`config.mk`:
```
export PLATFORM = sky130hd
export DESIGN_NAME = ps2_mouse_ctrl_flat
export DESIGN_NICKNAME = d
export VERILOG_FILES = /design/src/rtl/ps2_mouse_ctrl_if.sv /design/src/rtl/ps2_mouse_ctrl.sv /design/src/flat_wrapper.sv
export SDC_FILE = /design/constraint.sdc
export NUM_CORES = 1
export LEC_CHECK = 0
export ABC_AREA = 1
export CORE_MARGIN = 5
export CORE_UTILIZATION = 35
export CTS_CLUSTER_DIAMETER = 200
export DETAILED_ROUTE_END_ITERATION = 10
export DONT_BUFFER_PORTS = 1
export MAX_ROUTING_LAYER = met4
export PLACE_DENSITY_LB_ADDON = 0.25
export REMOVE_ABC_BUFFERS = 1
export SYNTH_ARGS = -nofsm -noshare
export SYNTH_HDL_FRONTEND = slang
export SYNTH_SLANG_ARGS = --single-unit
```
`constraint.sdc`:
```
create_clock -name clk -period 1.5 [get_ports clk]
set_input_delay 0.15 -clock clk [delete_from_list [all_inputs] [get_ports clk]]
set_output_delay 0.15 -clock clk [all_outputs]
set_load 0.01 [all_outputs]
```
`src/rtl/ps2_mouse_ctrl_if.sv`:
```
// ----------------------------------------------------------------------------
// ps2_mouse_ctrl_if
// Handshake bundle between the mouse link sequencer and the PS/2 tx/rx units.
//   tx_idle      : transmitter can accept a byte
//   wr_ps2       : one-cycle load strobe for tx_data
//   tx_data      : command byte to transmit
//   rx_done_tick : one-cycle strobe, rx_data valid
//   rx_data      : byte received from the mouse
// master = sequencer side, slave = PS/2 phy side.
// ----------------------------------------------------------------------------
interface ps2_mouse_ctrl_if;
  logic       tx_idle;
  logic       wr_ps2;
  logic [7:0] tx_data;
  logic       rx_done_tick;
  logic [7:0] rx_data;

  modport master (
    input  tx_idle,
    input  rx_done_tick,
    input  rx_data,
    output wr_ps2,
    output tx_data
  );

  modport slave (
    output tx_idle,
    output rx_done_tick,
    output rx_data,
    input  wr_ps2,
    input  tx_data
  );
endinterface

```
`src/rtl/ps2_mouse_ctrl.sv`:
```
// ----------------------------------------------------------------------------
// ps2_mouse_ctrl
// Brings a PS/2 mouse up (reset 0xFF, BAT 0xAA, ID, enable 0xF4) through the
// existing tx/rx units, then decodes 3-byte stream packets into buttons and
// 9-bit two's-complement deltas. Init is retried on NAK-free failures
// (bad byte or timeout) up to MAX_RETRY attempts, after which err is raised.
// Ports:
//   clk          : system clock
//   reset        : asynchronous active-low reset
//   re_init      : synchronous restart of the whole init sequence
//   ps2          : tx/rx handshake (master modport)
//   ready        : init complete, streaming packets
//   err          : retries exhausted, sticky until re_init/reset
//   btnm         : {M,R,L} buttons of the last packet
//   xm, ym       : deltas of the last packet
//   m_done_tick  : one-cycle strobe, new packet on btnm/xm/ym
// ----------------------------------------------------------------------------
module ps2_mouse_ctrl #(
  parameter int PWR_WAIT  = 500_000,
  parameter int TIMEOUT   = 2_500_000,
  parameter int MAX_RETRY = 3
) (
  input  logic             clk,
  input  logic             reset,
  input  logic             re_init,
  ps2_mouse_ctrl_if.master ps2,
  output logic             ready,
  output logic             err,
  output logic [2:0]       btnm,
  output logic [8:0]       xm,
  output logic [8:0]       ym,
  output logic             m_done_tick
);

  localparam int CNT_MAX = (PWR_WAIT > TIMEOUT) ? PWR_WAIT : TIMEOUT;
  localparam int CW      = $clog2(CNT_MAX + 1);
  localparam int RW      = $clog2(MAX_RETRY + 1);

  localparam logic [CW-1:0] PWR_LAST   = CW'(PWR_WAIT - 1);
  localparam logic [CW-1:0] TO_LAST    = CW'(TIMEOUT - 1);
  localparam logic [RW-1:0] RETRY_LAST = RW'(MAX_RETRY - 1);

  localparam logic [7:0] CMD_RST = 8'hFF;
  localparam logic [7:0] CMD_EN  = 8'hF4;
  localparam logic [7:0] RSP_ACK = 8'hFA;
  localparam logic [7:0] RSP_NAK = 8'hFE;
  localparam logic [7:0] RSP_BAT = 8'hAA;

  typedef enum logic [3:0] {
    S_WAIT_PWR = 4'd0,
    S_SEND_RST = 4'd1,
    S_ACK_RST  = 4'd2,
    S_BAT      = 4'd3,
    S_ID       = 4'd4,
    S_SEND_EN  = 4'd5,
    S_ACK_EN   = 4'd6,
    S_PKT1     = 4'd7,
    S_PKT2     = 4'd8,
    S_PKT3     = 4'd9,
    S_FAIL     = 4'd10
  } state_t;

  state_t         state_q, state_d;
  logic [CW-1:0]  cnt_q, cnt_d;
  logic [RW-1:0]  retry_q, retry_d;
  logic           wr_q, wr_d;
  logic [7:0]     txd_q, txd_d;
  logic           ready_q, ready_d;
  logic           err_q, err_d;
  logic [7:0]     b1_q, b1_d;
  logic [7:0]     b2_q, b2_d;
  logic [2:0]     btnm_q, btnm_d;
  logic [8:0]     xm_q, xm_d;
  logic [8:0]     ym_q, ym_d;
  logic           tick_q, tick_d;

  logic           rx_s;
  logic [7:0]     rxd_s;
  logic           to_s;
  logic           fail_s;

  assign rx_s  = ps2.rx_done_tick;
  assign rxd_s = ps2.rx_data;
  assign to_s  = (cnt_q == TO_LAST);

  // Next-state, counters and registered-output values.
  // The counter defaults to zero, so it is cleared on every state change and
  // only advances while a state is actively waiting.
  always_comb begin
    state_d = state_q;
    cnt_d   = '0;
    retry_d = retry_q;
    wr_d    = 1'b0;
    txd_d   = txd_q;
    ready_d = ready_q;
    err_d   = err_q;
    b1_d    = b1_q;
    b2_d    = b2_q;
    btnm_d  = btnm_q;
    xm_d    = xm_q;
    ym_d    = ym_q;
    tick_d  = 1'b0;
    fail_s  = 1'b0;

    if (re_init) begin
      // packet outputs deliberately keep their last value
      state_d = S_WAIT_PWR;
      retry_d = '0;
      ready_d = 1'b0;
      err_d   = 1'b0;
    end else begin
      case (state_q)
        S_WAIT_PWR: begin
          if (cnt_q == PWR_LAST) state_d = S_SEND_RST;
          else                   cnt_d   = cnt_q + 1'b1;
        end
        S_SEND_RST, S_SEND_EN: begin
          if (ps2.tx_idle) begin
            wr_d    = 1'b1;
            txd_d   = (state_q == S_SEND_RST) ? CMD_RST : CMD_EN;
            state_d = (state_q == S_SEND_RST) ? S_ACK_RST : S_ACK_EN;
          end else begin
            state_d = state_q;
          end
        end
        S_ACK_RST, S_ACK_EN: begin
          // a received byte takes precedence over a simultaneous timeout
          if (rx_s) begin
            if (rxd_s == RSP_ACK) begin
              state_d = (state_q == S_ACK_RST) ? S_BAT : S_PKT1;
              ready_d = (state_q == S_ACK_EN) ? 1'b1 : ready_q;
            end else if (rxd_s == RSP_NAK) begin
              state_d = (state_q == S_ACK_RST) ? S_SEND_RST : S_SEND_EN;
            end else begin
              fail_s = 1'b1;
            end
          end else if (to_s) begin
            fail_s = 1'b1;
          end else begin
            cnt_d = cnt_q + 1'b1;
          end
        end
        S_BAT: begin
          if (rx_s) begin
            if (rxd_s == RSP_BAT) state_d = S_ID;
            else                  fail_s  = 1'b1;
          end else if (to_s) begin
            fail_s = 1'b1;
          end else begin
            cnt_d = cnt_q + 1'b1;
          end
        end
        S_ID: begin
          if (rx_s)      state_d = S_SEND_EN;
          else if (to_s) fail_s  = 1'b1;
          else           cnt_d   = cnt_q + 1'b1;
        end
        S_PKT1: begin
          // bit3 is always set in a first packet byte; anything else resyncs
          if (rx_s && rxd_s[3]) begin
            b1_d    = rxd_s;
            state_d = S_PKT2;
          end else begin
            state_d = S_PKT1;
          end
        end
        S_PKT2: begin
          if (rx_s) begin
            b2_d    = rxd_s;
            state_d = S_PKT3;
          end else begin
            state_d = S_PKT2;
          end
        end
        S_PKT3: begin
          if (rx_s) begin
            btnm_d  = b1_q[2:0];
            xm_d    = {b1_q[4], b2_q};
            ym_d    = {b1_q[5], rxd_s};
            tick_d  = 1'b1;
            state_d = S_PKT1;
          end else begin
            state_d = S_PKT3;
          end
        end
        S_FAIL: begin
          state_d = S_FAIL;
        end
        default: begin
          state_d = S_WAIT_PWR;
        end
      endcase

      if (fail_s) begin
        retry_d = retry_q + 1'b1;
        if (retry_q == RETRY_LAST) begin
          state_d = S_FAIL;
          err_d   = 1'b1;
        end else begin
          state_d = S_SEND_RST;
        end
      end else begin
        retry_d = retry_d;
      end
    end
  end

  // State and output registers.
  always_ff @(posedge clk or negedge reset) begin
    if (!reset) begin
      state_q <= S_WAIT_PWR;
      cnt_q   <= '0;
      retry_q <= '0;
      wr_q    <= 1'b0;
      txd_q   <= 8'h00;
      ready_q <= 1'b0;
      err_q   <= 1'b0;
      b1_q    <= 8'h00;
      b2_q    <= 8'h00;
      btnm_q  <= 3'b000;
      xm_q    <= 9'h000;
      ym_q    <= 9'h000;
      tick_q  <= 1'b0;
    end else begin
      state_q <= state_d;
      cnt_q   <= cnt_d;
      retry_q <= retry_d;
      wr_q    <= wr_d;
      txd_q   <= txd_d;
      ready_q <= ready_d;
      err_q   <= err_d;
      b1_q    <= b1_d;
      b2_q    <= b2_d;
      btnm_q  <= btnm_d;
      xm_q    <= xm_d;
      ym_q    <= ym_d;
      tick_q  <= tick_d;
    end
  end

  assign ps2.wr_ps2  = wr_q;
  assign ps2.tx_data = txd_q;
  assign ready       = ready_q;
  assign err         = err_q;
  assign btnm        = btnm_q;
  assign xm          = xm_q;
  assign ym          = ym_q;
  assign m_done_tick = tick_q;

endmodule

```
`src/flat_wrapper.sv`:
```
// flat-port wrapper written by rule: the top's interface ports become plain ports
module ps2_mouse_ctrl_flat 
#(
  parameter int PWR_WAIT  = 500_000,
  parameter int TIMEOUT   = 2_500_000,
  parameter int MAX_RETRY = 3
)
  (clk, reset, re_init, ready, err, btnm, xm, ym, m_done_tick, ps2_tx_idle, ps2_rx_done_tick, ps2_rx_data, ps2_wr_ps2, ps2_tx_data);
  ps2_mouse_ctrl_if ps2_i ();
  input  logic clk;
  input  logic reset;
  input  logic re_init;
  output logic ready;
  output logic err;
  output logic [2:0] btnm;
  output logic [8:0] xm;
  output logic [8:0] ym;
  output logic m_done_tick;
  input wire logic [$bits(ps2_i.tx_idle)-1:0] ps2_tx_idle;
  input wire logic [$bits(ps2_i.rx_done_tick)-1:0] ps2_rx_done_tick;
  input wire logic [$bits(ps2_i.rx_data)-1:0] ps2_rx_data;
  output wire logic [$bits(ps2_i.wr_ps2)-1:0] ps2_wr_ps2;
  output wire logic [$bits(ps2_i.tx_data)-1:0] ps2_tx_data;
  assign ps2_i.tx_idle = ps2_tx_idle;
  assign ps2_i.rx_done_tick = ps2_rx_done_tick;
  assign ps2_i.rx_data = ps2_rx_data;
  assign ps2_wr_ps2 = ps2_i.wr_ps2;
  assign ps2_tx_data = ps2_i.tx_data;
  ps2_mouse_ctrl #(.PWR_WAIT(PWR_WAIT), .TIMEOUT(TIMEOUT), .MAX_RETRY(MAX_RETRY)) u_core (.clk(clk), .reset(reset), .re_init(re_init), .ps2(ps2_i), .ready(ready), .err(err), .btnm(btnm), .xm(xm), .ym(ym), .m_done_tick(m_done_tick));
endmodule
```
* Word level (Yosys, flattened, before mapping)
Cells that the tools add are included.
Word-level totals: output and inout bits 33, bits of input ports 13, register bits 75, logic and storage cells 106
Operators by class: reduce and logical (&&, ||, !) cells 18, bitwise operators 1, mux-type cells 49, add/subtract/negate cells 2, eq/ne operators 23
Operators with widths (count):
- $mux W22 | 4
- $mux W4 | 14
- $pmux W22 S2 | 1
- $pmux W4 S9 | 1
- $eq A8 B8 Y1 const B | 3
- $mux W1 | 23
- $add A22 B1 Y22 const B | 1
- $eq A22 B19 Y1 const B | 1
- $eq A22 B22 Y1 const B | 1
- $eq A4 B3 Y1 const B | 4
- $ne A4 B3 Y1 const B | 4
- $eq A4 B4 Y1 const B | 3
- $reduce_and A3 Y1 | 4
- $reduce_bool A2 Y1 | 6
- $mux W3 | 3
- $eq A4 B2 Y1 const B | 2
- $ne A4 B2 Y1 const B | 2
- $reduce_and A7 Y1 | 1
- $ne A5 B2 Y1 const B | 1
- $eq A4 B1 Y1 const B | 1
- $logic_not A4 Y1 | 1
- $mux W2 | 2
- $reduce_and A4 Y1 | 1
- $reduce_or A2 Y1 | 2
- 7 further kinds | 7

* Depth between registers and ports, before layout
depth in word-level cells 8, depth in mapped cells 11, depth with buffers taken out 11

* Worst setup path before layout
OpenSTA, ideal clock, no wires.
kind register to register, from register u_core.cnt_q[0], to register u_core.err_q (netlist: u_core.err), path buffers 0, library setup time 0.118 ns, cell stages (with the launch flop) 11, path slack -0.050 ns, required time 1.382 ns, clock period less this slack 1.550 ns, arrival 1.433 ns, path through dfrtp_1 ha_1 nand3_2 nor2_1 nand3_1 nand2_1 nand3_4 nand2_4 nand2_2 nand2_1 o21ai_2
Between the ends: word-level cells in the longest chain between the ends 7, elaborated cells on any way between the ends 9, those cells by class 1 x eq/ne; 6 x mux; 2 x reduce/logical
RTL lines:
- start, declared | RTL line ps2_mouse_ctrl.sv:64 | logic [CW-1:0] cnt_q, cnt_d;
- start signal, assigned | RTL line ps2_mouse_ctrl.sv:226 | cnt_q <= cnt_d;
- $eq A22 B22 Y1 * | RTL line ps2_mouse_ctrl.sv:84 | assign to_s = (cnt_q == TO_LAST);
- $mux W1 * | RTL line ps2_mouse_ctrl.sv:137, ps2_mouse_ctrl.sv:147, ps2_mouse_ctrl.sv:155
- $mux W1 (on tied branches) | RTL line ps2_mouse_ctrl.sv:154, ps2_mouse_ctrl.sv:128, ps2_mouse_ctrl.sv:144
- $pmux W1 S3 * | RTL line ps2_mouse_ctrl.sv:112 | case (state_q)
- $mux W1 * | RTL line ps2_mouse_ctrl.sv:105 | if (re_init) begin
- $reduce_bool A2 Y1 (no source line) *
- $reduce_and A2 Y1 (no source line) *
- end signal, assigned | RTL line ps2_mouse_ctrl.sv:231 | err_q <= err_d;
- end, declared | RTL line ps2_mouse_ctrl.sv:69 | logic err_q, err_d;
Every way passes the cells marked *; elsewhere a longest branch is shown, timed or not. The select of a mux whose other input is x is not followed. A chain may end at the register's enable or synchronous reset.

* Worst setup path in the final report
from register u_core.cnt_q[0], to register u_core.retry_q[1]
Between the ends: word-level cells in the longest chain between the ends 6, elaborated cells on any way between the ends 8, those cells by class 1 x eq/ne; 6 x mux; 1 x reduce/logical
RTL lines:
- $eq A22 B22 Y1 * | RTL line ps2_mouse_ctrl.sv:84
- $mux W1 * | RTL line ps2_mouse_ctrl.sv:137, ps2_mouse_ctrl.sv:147, ps2_mouse_ctrl.sv:155
- $mux W1 (on tied branches) | RTL line ps2_mouse_ctrl.sv:154, ps2_mouse_ctrl.sv:128, ps2_mouse_ctrl.sv:144
- $pmux W1 S3 * | RTL line ps2_mouse_ctrl.sv:112
- $mux W1 * | RTL line ps2_mouse_ctrl.sv:105
- $reduce_bool A2 Y1 (no source line) *
- end signal, assigned | RTL line ps2_mouse_ctrl.sv:227 | retry_q <= retry_d;
- end, declared | RTL line ps2_mouse_ctrl.sv:65 | logic [RW-1:0] retry_q, retry_d;
Marks and branches as above.

==> flow_summary.ini <==
[global_routing]
grt_pass1_vias = 2900
grt-ovfl-total = 0
grt.total_usage_pct = 14.2
grt_max_degree = 69
grt_pass1_wl_um = 13900
antenna_found_initial = 0

[placed_design]
portBuffers = 0
dp.cells = 578
dp.final_hpwl_um = 5700
routabilityCongestion = 0.858
placed_area_mm2 = 0.00399

[critical_path]
setup.worst_path.start_class = flip-flop
crit_arrival_ns = 1.83
rr_worst_depth = 10
cp-end-kind = flip-flop
startpoint = u_core.cnt_q[0]$_DFF_PN0_
critPathRequiredTime_ns = 1.73
r2r-end = u_core.retry_q[1]$_DFFE_PN0P_
reg2reg_slack_ns = -0.10
crit_path_end = u_core.retry_q[1]$_DFFE_PN0P_
worst-path-max-fanout = 6
path_class = flip-flop to flip-flop
reg2reg_from = u_core.cnt_q[0]$_DFF_PN0_

[timing]
hold_violations = 70
skew_ns = 0.00880
worst_slack_ns = -0.105
relSlewSlack_pct = 68.8
final.period_utilization_pct = 107
worst_pin_slew_ns = 0.469
rsz0062_at_grt = true
drv_slew = 0
hold_slack_ns = -0.504
finalSetupViolCount = 28
min_period_ns = 1.60
fmax_mhz = 623

[outcome]
status = finished with violations
failed_checks = negative hold slack, negative setup slack

[yosys]
synth_cell_types = 38
yosysSeqAreaShare_pct = 47.5
synth_top_flop_cell = dfrtp_1
synthArstFlopShare_pct = 100
synth_area_per_cell_um2 = 8.76
syn_area_mm2 = 0.00358
netlist_instances = 409
synth_warnings = 0
synth_top_area_share_pct = 47.5
yosys_register_bits = 68
yosysTopAreaCell = dfrtp_1
synthTopCellsByArea = dfrtp_1, nand2_1, nor2_1
synth_edf_count = 0

[finish]
final_cells = 632
drive_above_1_share_pct = 45.4
layout.nets = 506
area_growth_pct = 36.6
diodes = 0
fin_area_mm2 = 0.00489

[pwr]
p_comb_share_pct = 31.4
leakage_nw = 2.24
p_per_area_mw_per_mm2 = 1260
clockPowerShare_pct = 27.7
seq_power_share_pct = 40.9
switching_power_mw = 2.15
peakVddDrop_mv = 0.738
swShare_pct = 35.0
p_int_mw = 4.00

[clock_tree]
clkSinkCount = 68
cts_hold_buf = 9
insertion_delay_ns = 0.34
clock_path_buffers = 2
cts_buffers = 9
cts-root-buf = clkbuf_8
cts_tree = done
path_clk_slew_ns = 0.08
htree_num_levels = 3

[drt]
wl_per_cell_um = 14.2
ant_nets = 0
drtIter0Drc = 163
route.detailed.drc = 0
drt_first_pass_iters = 4
vias = 2924
wl_um = 8960
viasPerCell = 4.63

[floorplanning]
num_rows = 37
start_util_pct = 35.3
coreArea_mm2 = 0.0101
die_h_um = 111
die_w_um = 111
ioPinCount = 46
die_area_mm2 = 0.0124

[min_path]
hold_path.class = input pin to asynchronous set/reset pin

[flow_run]
cap_violations = 0
-- sequential cells by signal (all words and copies together), names as in the netlist --
signal and count:
u_core.b2_q 8, u_core.ps2.wr_ps2 1, u_core.ps2.tx_data 2, u_core.ym 9
u_core.m_done_tick 1, u_core.state_q 4, u_core.ready 1, u_core.xm 9
u_core.b1_q 5, u_core.cnt_q 22, u_core.btnm 3, u_core.retry_q 2
u_core.err 1
-- cell type report --
cell class,instances,area (µm²)
repair inverters,3,33.8
clock buffers,12,145
well taps,136,170
repair buffers,81,693
inverters,47,191
fillers,935,5250
multi-input cells,281,1880
clock inverters,4,72.6
flip-flops and latches,68,1710
-- stage by stage --
stage	util, %	power (mW)	setup WS, ns	hold WS (ns)	TNS (ns)
6_report	48.3	6.15	-0.105	-0.504	-1.57
5_1_grt	48.3	6.52	-0.198	-0.538	-5.17
4_1_cts	43.5	5.72	-0.0393	-0.523	-0.153
3_5_place_dp	39.4	3.84	-0.102	-0.144	-1.18
3_3_place_gp	39.4	3.81	-0.0529	-0.143	-0.460
2_1_floorplan	-	3.41	-0.0505	-0.146	-0.201
-- worst min-delay path by stage --
stage,startpoint,to,slack [ns],depth (start not counted)
after floorplan,reset,u_core.b1_q[0]$_DFFE_PN0P_,-0.15,0
after global placement,reset,u_core.xm[8]$_DFFE_PN0P_,-0.14,0
after detailed placement,reset,u_core.xm[8]$_DFFE_PN0P_,-0.14,0
after CTS,reset,u_core.cnt_q[15]$_DFF_PN0_,-0.52,0
after global routing,reset,u_core.cnt_q[9]$_DFF_PN0_,-0.54,0
final,reset,u_core.cnt_q[10]$_DFF_PN0_,-0.50,0
-- cells in the mapped netlist, types with 7 or more instances --
cell / instances
o21ai_0: 10
inv_2: 11
dfrtp_1: 68
nor2_2: 14
o21ai_2: 14
nand2_2: 17
buf_4: 7
nand3_1: 24
xor2_1: 16
inv_1: 35
nand2_1: 94
nor2_1: 39
nand4_1: 8
o21ai_1: 8
-- per-layer routing --
| layer | share of wire (%) | GRT usage, % |
|---|---|---|
| met5 | 0 | - |
| met4 | 0.69 | 3.81 |
| met3 | 5.6 | 4.31 |
| met2 | 51 | 22.8 |
| met1 | 43 | 17.4 |
-- power by group through the flow --
stage	Combinational [mW]	Sequential [mW]	Clock, mW
after floorplan	0.960	2.45	0
after global placement	1.32	2.49	0
after detailed placement	1.34	2.50	0
after CTS	1.51	2.48	1.74
after global routing	2.12	2.56	1.84
final	1.93	2.52	1.70
-- logic make-up (layout without fill, tap and decap cells) --
family / after synthesis / count (layout) / share of synthesized area (%)
adders and majority gates: 2 / 2 / 0.698
buffers and inverters: 61 / 147 / 8.49
xor gates and xnor gates: 18 / 18 / 4.40
and+or+nand+nor: 224 / 225 / 32.2
AOI/OAI and AO/OA: 36 / 36 / 6.74
DFF: 68 / 68 / 47.5
-- repair_timing --
item	4_1_cts	5_1_grt
endpoints found under the hold margin	86	70
buffers inserted	4	21
pin swaps	6	12
endpoints found under the setup margin	37	62
resized for setup	20	75
gates cloned	0	4
-- cell usage in the layout (no fill, tap or decap), drive strengths merged --
master / n
ha: 2
nand4: 9
nor2: 55
inv: 49
o21ai: 32
a21oi: 2
o31ai: 1
nor3: 8
nor4: 5
xor2: 16
nand2: 114
dlymetal6s4s: 1
xnor2: 2
bufinv: 2
dlygate4sd3: 8
clkinvlp: 1
nand3: 31
dfrtp: 68
clkinv: 2
buf: 72
clkbuf: 12
or2: 3
o21a: 1
-- worst max-delay path, stage by stage, from the launching register on --
cell and delay [ns]:
dfrtp_1 0.40, ha_4 0.17, nand3_4 0.10, nor2_4 0.15, nand3_2 0.10, nand2_2 0.09, nand3_4 0.13, nand2_4 0.14
inv_2 0.07, nand2_1 0.07, o31ai_1 0.07
(Power assumes the default switching activity.)
